--- config.mk ---
export PLATFORM = sky130hd
export DESIGN_NAME = fir_error_monitor
export DESIGN_NICKNAME = d
export VERILOG_FILES = /design/src/rtl/fir_pkg.sv /design/src/rtl/abs_diff16.sv /design/src/rtl/fir_error_monitor.sv
export SDC_FILE = /design/constraint.sdc
export NUM_CORES = 1
export LEC_CHECK = 0
export CAP_MARGIN = 20
export CORE_MARGIN = 5
export CORE_UTILIZATION = 30
export CTS_CLUSTER_DIAMETER = 150
export CTS_CLUSTER_SIZE = 20
export DETAILED_ROUTE_END_ITERATION = 12
export GPL_TIMING_DRIVEN = 0
export HOLD_SLACK_MARGIN = 0.03
export PLACE_DENSITY = 0.47
export RECOVER_POWER = 25
export SYNTH_ARGS = -nofsm -noshare
export SYNTH_HDL_FRONTEND = slang
export SYNTH_HIERARCHICAL = 1
export SYNTH_SLANG_ARGS = --single-unit
--- constraint.sdc ---
create_clock -name clk -period 2.8 [get_ports clk]
set_clock_uncertainty 0.05 [all_clocks]
set_input_delay 0.42 -clock clk [delete_from_list [all_inputs] [get_ports clk]]
set_output_delay 0.42 -clock clk [all_outputs]
set_load 0.1 [all_outputs]
--- src/rtl/fir_pkg.sv ---
// Shared definitions for the FIR error monitor: sample widths, FSM state
// encoding and a saturating-add helper used by the result accumulators.
package fir_pkg;

   localparam int SAMPLE_W = 16;
   localparam int SQ_ACC_W = 40;

   typedef enum logic [1:0] {
      IDLE  = 2'd0,
      RUN   = 2'd1,
      DRAIN = 2'd2,
      DONE  = 2'd3
   } fir_err_state_t;

   // Adds inc to acc and clamps the result at the all-ones value of a
   // 'width'-bit accumulator. Valid for width up to 63 with inc below 2^32.
   function automatic logic [63:0] sat_add(input logic [63:0] acc,
                                           input logic [63:0] inc,
                                           input int unsigned width);
      logic [63:0] max_v;
      logic [63:0] sum;
      max_v = (64'd1 << width) - 64'd1;
      sum   = acc + inc;
      return (sum > max_v) ? max_v : sum;
   endfunction

endpackage

--- src/rtl/abs_diff16.sv ---
// Unsigned 16-bit absolute difference with a nonzero flag. Purely
// combinational; the subtraction is ordered so it can never wrap.
module abs_diff16
   import fir_pkg::*;
(
   input  logic [SAMPLE_W-1:0] a,
   input  logic [SAMPLE_W-1:0] b,
   output logic [SAMPLE_W-1:0] mag,
   output logic                nonzero
);

   assign mag     = (a >= b) ? (a - b) : (b - a);
   assign nonzero = (a != b);

endmodule

--- src/rtl/fir_error_monitor.sv ---
// Streaming accuracy monitor for the approximate FIR. Compares each valid
// approx/exact pair over a window of WINDOW pairs and accumulates mismatch
// count, maximum and (saturating) sum of absolute errors, then holds them.
// Two-stage pipeline: stage 1 registers the difference, stage 2 commits it.
// Optional feature macro: FIR_ERR_SQ_EN adds a squared-error accumulator
// (sum_sq_err port) fed by a squaring stage in pipeline stage 1.
module fir_error_monitor
   import fir_pkg::*;
#(
   parameter int WINDOW = 256,
   parameter int SUM_W  = 32
)
(
   input  logic                clk,
   input  logic                rst,
   input  logic                start,
   input  logic                in_valid,
   input  logic [SAMPLE_W-1:0] approx,
   input  logic [SAMPLE_W-1:0] exact,
   output logic                busy,
   output logic                done,
   output logic [SAMPLE_W-1:0] err_count,
   output logic [SAMPLE_W-1:0] max_err,
   output logic [SUM_W-1:0]    sum_err
`ifdef FIR_ERR_SQ_EN
   ,
   output logic [SQ_ACC_W-1:0] sum_sq_err
`endif
);

   localparam logic [15:0] LAST_IDX = 16'(WINDOW - 1);

   fir_err_state_t state_q, state_d;
   logic [15:0]    cnt_q, cnt_d;

   logic                accept;
   logic                clear;
   logic [SAMPLE_W-1:0] diff_c;
   logic                nz_c;

   logic                s1_valid_q;
   logic [SAMPLE_W-1:0] diff_q;
   logic                nz_q;

   logic                busy_q;
   logic                done_q;
   logic [SAMPLE_W-1:0] err_count_q;
   logic [SAMPLE_W-1:0] max_err_q;
   logic [SUM_W-1:0]    sum_err_q;

   // A pair is only taken while the window is open; start only from rest.
   assign accept = (state_q == RUN) && in_valid;
   assign clear  = start && ((state_q == IDLE) || (state_q == DONE));

   // Next-state and sample-counter logic for the measurement sequence.
   always_comb begin
      // NOTE: every signal assigned here gets a default first, so no path can leave it unassigned and infer a latch.
      state_d = state_q;
      cnt_d   = cnt_q;
      case (state_q)
         IDLE, DONE: begin
            if (start) begin
               state_d = RUN;
               cnt_d   = '0;
            end
         end
         RUN: begin
            if (in_valid) begin
               cnt_d = cnt_q + 16'd1;
               if (cnt_q == LAST_IDX) state_d = DRAIN;
            end
         end
         // The final pair sits in stage 1 here and commits on this edge.
         DRAIN:   state_d = DONE;
         default: state_d = IDLE;
      endcase
   end

   // State and counter registers; reset returns to IDLE.
   always_ff @(posedge clk) begin
      // NOTE: sequential state uses non-blocking assignments so every register samples pre-edge values.
      if (rst) begin
         state_q <= IDLE;
         cnt_q   <= '0;
      end else begin
         state_q <= state_d;
         cnt_q   <= cnt_d;
      end
   end

   abs_diff16 u_abs_diff (
      .a       (approx),
      .b       (exact),
      .mag     (diff_c),
      .nonzero (nz_c)
   );

   // Stage 1 valid flag; reset flushes any pair in flight.
   always_ff @(posedge clk) begin
      if (rst) s1_valid_q <= 1'b0;
      else     s1_valid_q <= accept;
   end

   // Stage 1 data registers.
   always_ff @(posedge clk) begin
      // NOTE: pure datapath registers carry no reset; they are only consumed when s1_valid_q qualifies them.
      diff_q <= diff_c;
      nz_q   <= nz_c;
   end

`ifdef FIR_ERR_SQ_EN
   logic [31:0]          sq_q;
   logic [SQ_ACC_W-1:0]  sum_sq_q;

   // Stage 1 squaring register.
   always_ff @(posedge clk) begin
      sq_q <= 32'(diff_c) * 32'(diff_c);
   end

   // Stage 2 squared-error accumulator, saturating at 40 bits.
   always_ff @(posedge clk) begin
      if (rst || clear)    sum_sq_q <= '0;
      else if (s1_valid_q) sum_sq_q <= SQ_ACC_W'(sat_add(64'(sum_sq_q), 64'(sq_q), SQ_ACC_W));
   end

   assign sum_sq_err = sum_sq_q;
`else
   // Squared-error path is not built in this configuration.
`endif

   // Stage 2 commit of error statistics plus registered status flags.
   always_ff @(posedge clk) begin
      if (rst) begin
         busy_q      <= 1'b0;
         done_q      <= 1'b0;
         err_count_q <= '0;
         max_err_q   <= '0;
         sum_err_q   <= '0;
      end else begin
         busy_q <= (state_d == RUN) || (state_d == DRAIN);
         done_q <= (state_d == DONE);
         if (clear) begin
            err_count_q <= '0;
            max_err_q   <= '0;
            sum_err_q   <= '0;
         end else if (s1_valid_q) begin
            err_count_q <= err_count_q + {{(SAMPLE_W-1){1'b0}}, nz_q};
            max_err_q   <= (diff_q > max_err_q) ? diff_q : max_err_q;
            sum_err_q   <= SUM_W'(sat_add(64'(sum_err_q), 64'(diff_q), SUM_W));
         end
      end
   end

   assign busy      = busy_q;
   assign done      = done_q;
   assign err_count = err_count_q;
   assign max_err   = max_err_q;
   assign sum_err   = sum_err_q;

endmodule

**Yosys cells after proc, flatten, opt, wreduce, memory -nomap -nowiden**

Index checks and enable logic that the tools add are counted.

- Magnitude comparators: 3
- $add $sub $neg: 5
- Reduce and logical (&&, ||, !) cells: 10
- Mux-type cells: 9
- Equality and inequality tests: 10

Operators by type and width:

| kind | number |
|---|---|
| 2-to-1 mux 16 bit | 3 |
| adder 32 x 16 -> 33 bit | 1 |
| > comparator 33 x 32 -> 1 bit, second input constant | 1 |
| 2-to-1 mux 32 bit | 1 |
| one-hot mux 16 bit (2 select lines) | 1 |
| subtractor 16 bit | 2 |
| adder 16 x 1 -> 16 bit | 1 |
| adder 16 x 1 -> 16 bit, second input constant | 1 |
| equality test 16 x 8 -> 1 bit, second input constant | 1 |
| >= comparator 16 bit | 1 |
| > comparator 16 bit | 1 |
| inequality test 16 bit | 1 |
| equality test 2 bit, second input constant | 4 |
| 2-to-1 mux 2 bit | 3 |
| one-hot mux 2 bit (3 select lines) | 1 |
| equality test 2 x 1 -> 1 bit, second input constant | 2 |
| inequality test 2 bit, second input constant | 2 |
| OR reduction 2 bit | 2 |
| AND reduction 3 bit | 1 |
| logical AND 1 bit | 2 |
| zero test 2 bit | 1 |
| logical OR 1 bit | 2 |
| AND reduction 2 bit | 1 |
| nonzero test 2 bit | 1 |

- Register bits after elaboration: 102
- Bits of input ports: 36

**Longest topological paths before layout**

- Depth after elaboration: 6
- Mapped depth: 10

**Modules after synthesis**

Netlist, hierarchy kept.

Modules (own cells, without submodules):

| module | sequential area each (µm²) | area each (µm²) | times used | cells each |
|---|---|---|---|---|
| fir_error_monitor | 2,042.0 | 5,462.7 | 1 | 619 |
| abs_diff16 | 0.0 | 1,554.0 | 1 | 219 |

**Least setup slack after synthesis**

OpenSTA, ideal clock, no wires.

- Path type: register to register
- Start: register sum_err_q[0], in the netlist sum_err[0]
- End: register sum_err_q[25], in the netlist sum_err[25]
- Data required time: 2.663 ns
- Data arrival time: 2.953 ns
- Slack: -0.289 ns
- Stages on the path, launching flop included: 11
- Clock period less this slack: 3.089 ns
- Setup time: 0.087 ns
- Cell sequence: dfxtp_1 > ha_1 > inv_1 > fa_1 > nor2b_1 > o2111a_1 > o211ai_1 > a31oi_4 > buf_6 > o211ai_1 > a221oi_2

- Cells in the longest elaborated chain, start to end: 3

RTL lines:

| item | RTL line | source |
|---|---|---|
| start, declared | fir_error_monitor.sv:49 | `logic [SUM_W-1:0] sum_err_q;` |
| start signal, assigned | fir_error_monitor.sv:149 | `sum_err_q <= SUM_W'(sat_add(64'(sum_err_q), 64'(diff_q), SUM_W));` |
| adder 32 x 16 -> 33 bit * | fir_pkg.sv:23 | `sum = acc + inc;` |
| > comparator 33 x 32 -> 1 bit | fir_pkg.sv:24 | `return (sum > max_v) ? max_v : sum;` |
| 2-to-1 mux 32 bit * | fir_pkg.sv:24 |  |

Mark *: on every way between the ends. The rest lies on a longest branch, timed or not.
A chain may end at the register's enable or synchronous reset.

**Final worst setup path**

- Start: input approx[13]
- End: register diff_q[13]

- Cells in the longest elaborated chain, start to end: 2

RTL lines:

| item | RTL line | source |
|---|---|---|
| start, declared | fir_error_monitor.sv:18 | `input logic [SAMPLE_W-1:0] approx,` |
| subtractor 16 bit or >= comparator 16 bit (tied branches) | abs_diff16.sv:12 | `assign mag = (a >= b) ? (a - b) : (b - a);` |
| 2-to-1 mux 16 bit * | abs_diff16.sv:12 |  |
| via diff_c[13] | fir_error_monitor.sv:38 | `logic [SAMPLE_W-1:0] diff_c;` |
| end signal, assigned | fir_error_monitor.sv:107 | `diff_q <= diff_c;` |
| end, declared | fir_error_monitor.sv:42 | `logic [SAMPLE_W-1:0] diff_q;` |

Mark *: on every way through the listed nets, which the timed path passes. The rest lies on a longest branch.

==> impl_metrics.yaml <==
outcome:
  status: "complete, no violations"
worst_setup_path:
  crit_start: "approx[13]"
  path_max_fanout: 10
  reg2reg_slack_ps: 110
  regToRegEndpoint: "sum_err[25]"
  end_kind: "flip-flop"
  startpoint_type: "primary input"
  r2r_start: "sum_err[0]"
  cp.arrival_ps: 2960
  critPathRequiredTime_ps: 3030
  path_class: "primary input to flip-flop"
  ff2ff_path_depth: 10
cts:
  postCtsHoldBufs: 0
  clk_path_buf_depth: 2
  clkLatencyLatePin_ps: 360
  clock-sinks: 102
  cts_tree: "built"
  cts_inserted_buffers: 9
  htreeDepth: 3
  path_clk_slew_ps: 70
  root_buffer: "clkbuf_16"
layout:
  fill_cells: 2481
  drive_above_1_share: 0.104
  n_antenna_cell: 0
  postLayoutCoreUtil: 0.379
  finalNetCount: 1062
  area_growth_pct: 25.6
floorplan:
  row_count: 56
  io_pins: 102
  die_width_um: 163
  chipHeight_um: 163
  die-area_mm2: 0.0265
  coreArea_mm2: 0.0233
  start_util: 0.302
min_path:
  holdCritPathClass: "flip-flop to flip-flop"
  worstHoldStart: "max_err[13]"
  hold_depth: 2
  whs_endpoint: "max_err[13]"
drt:
  firstDrtPassIters: 4
  initialDrtViolationCount: 296
  dr_total_vias: 6191
  finalWirelength_mm: 19.0
  postRouteAntennaNets: 0
  avgViaCountPerCell: 4.84
  wl_per_cell_um: 14.8
  route.detailed.drc: 0
timing:
  hold_violations: 0
  tns_ps: 0
  setup_viol: 0
  maxSlewHeadroom: 0.282
  final.period_utilization: 0.975
  fin_crit_ps: 2730
  slew_viol_final: 0
  fmax_ghz: 0.366
  worst_pin_slew_ps: 1070
  rsz0062_at_grt: "yes"
power:
  p_leak_nw: 3.44
  total_power_mw: 4.20
  cellPowerDensity_mw_per_mm2: 477
  ir_worst_vdd_mv: 0.297
synthesis:
  syn-num-nets: 946
  synth_top_area_cell: "dfxtp_1"
  synth_cell_type_count: 82
  synth.avg_cell_area_um2: 8.37
  syn_inst: 838
  yosys_warnings: 6
  ys_seq_area_frac: 0.291
  synthFlopType: "dfxtp_1"
  yosys-top-cells-area: "dfxtp_1 (29%), ha_1 (12%), a21oi_1 (5.2%)"
  synth_edf_count: 0
  ys_ff_latch: 102
  synth_top_area_share: 0.291
  syn-cell-area_mm2: 0.00702
  async_flop_share: 0
grt:
  gr-total-overflow: 0
  grt.busiest_layer: "met2"
  grt_pass1_vias: 6008
  grt_use_met1: 0.179
  track_usage: 0.140
  grt_max_degree: 20
  grt_pass1_wl_mm: 30.4
  grt_use_met3: 0.0296
  use_met2: 0.239
  antenna_found_initial: 0
placed_design:
  numPortBuffers: 101
  place.gp.congestion: 0.820
  dp_hpwl_mm: 15.1
job:
  maxCapViolations: 0
==> flip-flops by register name (all words and copies together) (netlist names) <==
name,flops
done,1
sum_err,32
max_err,16
cnt_q,16
nz_q,1
diff_q,16
s1_valid_q,1
busy,1
state_q,2
err_count,16
==> worst max-delay path: stages <==
cell	delay [ps]
clkdlybuf4s50_1	480
inv_1	50
ha_1	260
buf_2	190
nand4_1	210
nor4b_4	340
a2111o_1	190
o21bai_4	180
buf_8	210
mux2i_2	260
xnor2_1	150
==> cells by family (layout without fill, tap and decap cells) <==
| kind of cell | after synthesis | count (layout) | share of synthesized area |
|---|---|---|---|
| buf+inv | 115 | 236 | 0.0740 |
| compound gates | 234 | 234 | 0.220 |
| simple gates | 238 | 238 | 0.181 |
| mux | 32 | 32 | 0.0458 |
| flops | 102 | 102 | 0.291 |
| fa+ha+maj | 72 | 72 | 0.132 |
| xor+xnor | 45 | 45 | 0.0562 |
==> synth_stat cells (all sizes together), types with 3 or more instances <==
| cell type | count |
|---|---|
| buf | 21 |
| nor4 | 3 |
| xor2 | 28 |
| a211oi | 12 |
| or3 | 10 |
| o221a | 3 |
| nor3b | 4 |
| ha | 69 |
| a31oi | 17 |
| a21oi | 76 |
| o21bai | 6 |
| fa | 3 |
| nor2 | 51 |
| a311oi | 5 |
| nand3 | 15 |
| a41oi | 4 |
| inv | 77 |
| o21ai | 54 |
| o21a | 7 |
| nand4 | 22 |
| nand3b | 3 |
| and4 | 4 |
| and2 | 6 |
| clkbuf | 16 |
| xnor2 | 17 |
| o31ai | 5 |
| nor3 | 13 |
| o221ai | 5 |
| and3 | 13 |
| dfxtp | 102 |
| nor2b | 7 |
| o211ai | 8 |
| mux2i | 31 |
| nand2 | 74 |
| or2 | 3 |
| a21o | 16 |
==> power breakdown <==
group | internal [mW] | leakage [nW] | switching [mW]
clock network | 0.627 | 0.138 | 0.623
logic | 0.545 | 2.47 | 0.774
registers | 1.54 | 0.836 | 0.0965
total | 2.71 | 3.44 | 1.49
==> worst max path at each step <==
stage                       end  cells after the start
floorplan           max_err[10]                      8
global placement     diff_q[13]                     11
detailed placement   diff_q[13]                     11
CTS                  diff_q[13]                     11
global route         diff_q[13]                     11
finish               diff_q[13]                     11
==> final cells by class <==
| class | count | area [um2] | share of cell area |
|---|---|---|---|
| buffer | 34 | 221 | 0.0251 |
| multi-input combinational | 621 | 4480 | 0.508 |
| inverter | 77 | 289 | 0.0328 |
| timing repair buffer | 109 | 1070 | 0.122 |
| clock inverter | 7 | 66.3 | 0.00753 |
| clock buffer | 9 | 225 | 0.0256 |
| tap | 319 | 399 | 0.0453 |
| sequential | 102 | 2060 | 0.234 |
==> layer usage <==
| metal | up-vias | routed length (um) |
|---|---|---|
| li1 | 3223 | - |
| met1 | 2838 | 8720 |
| met2 | 110 | 9040 |
| met3 | 20 | 943 |
| met4 | 0 | 269 |
| met5 | - | 0 |
==> what timing repair did <==
| item | 4_1_cts | 5_1_grt |
|---|---|---|
| setup endpoints to repair | 17 | 14 |
| pin swaps | 2 | 6 |
| gates resized for setup | 4 | 9 |
| buffers inserted | 1 | 7 |
==> placed cells by master (no fill, tap or decap), drive strengths merged, types with 26 or more instances in the layout <==
| master | instances |
|---|---|
| dfxtp | 102 |
| clkdlybuf4s50 | 88 |
| inv | 81 |
| a21oi | 76 |
| nand2 | 74 |
| ha | 69 |
| o21ai | 54 |
| nor2 | 51 |
| mux2i | 31 |
| xor2 | 28 |
| buf | 26 |
==> stage by stage <==
stage | cell area (um2) | instances | hold slack (ps) | setup slack (ps)
floorplan | 7030 | 838 | 401 | 5.88
global placement | 8440 | 1258 | 407 | -635
detailed placement | 8440 | 1258 | 415 | -591
CTS | 8740 | 1271 | 425 | -16.5
global route | 8810 | 1278 | 449 | -11.4
finish | 8810 | 1278 | 419 | 69.3
(Power assumes the default switching activity.)
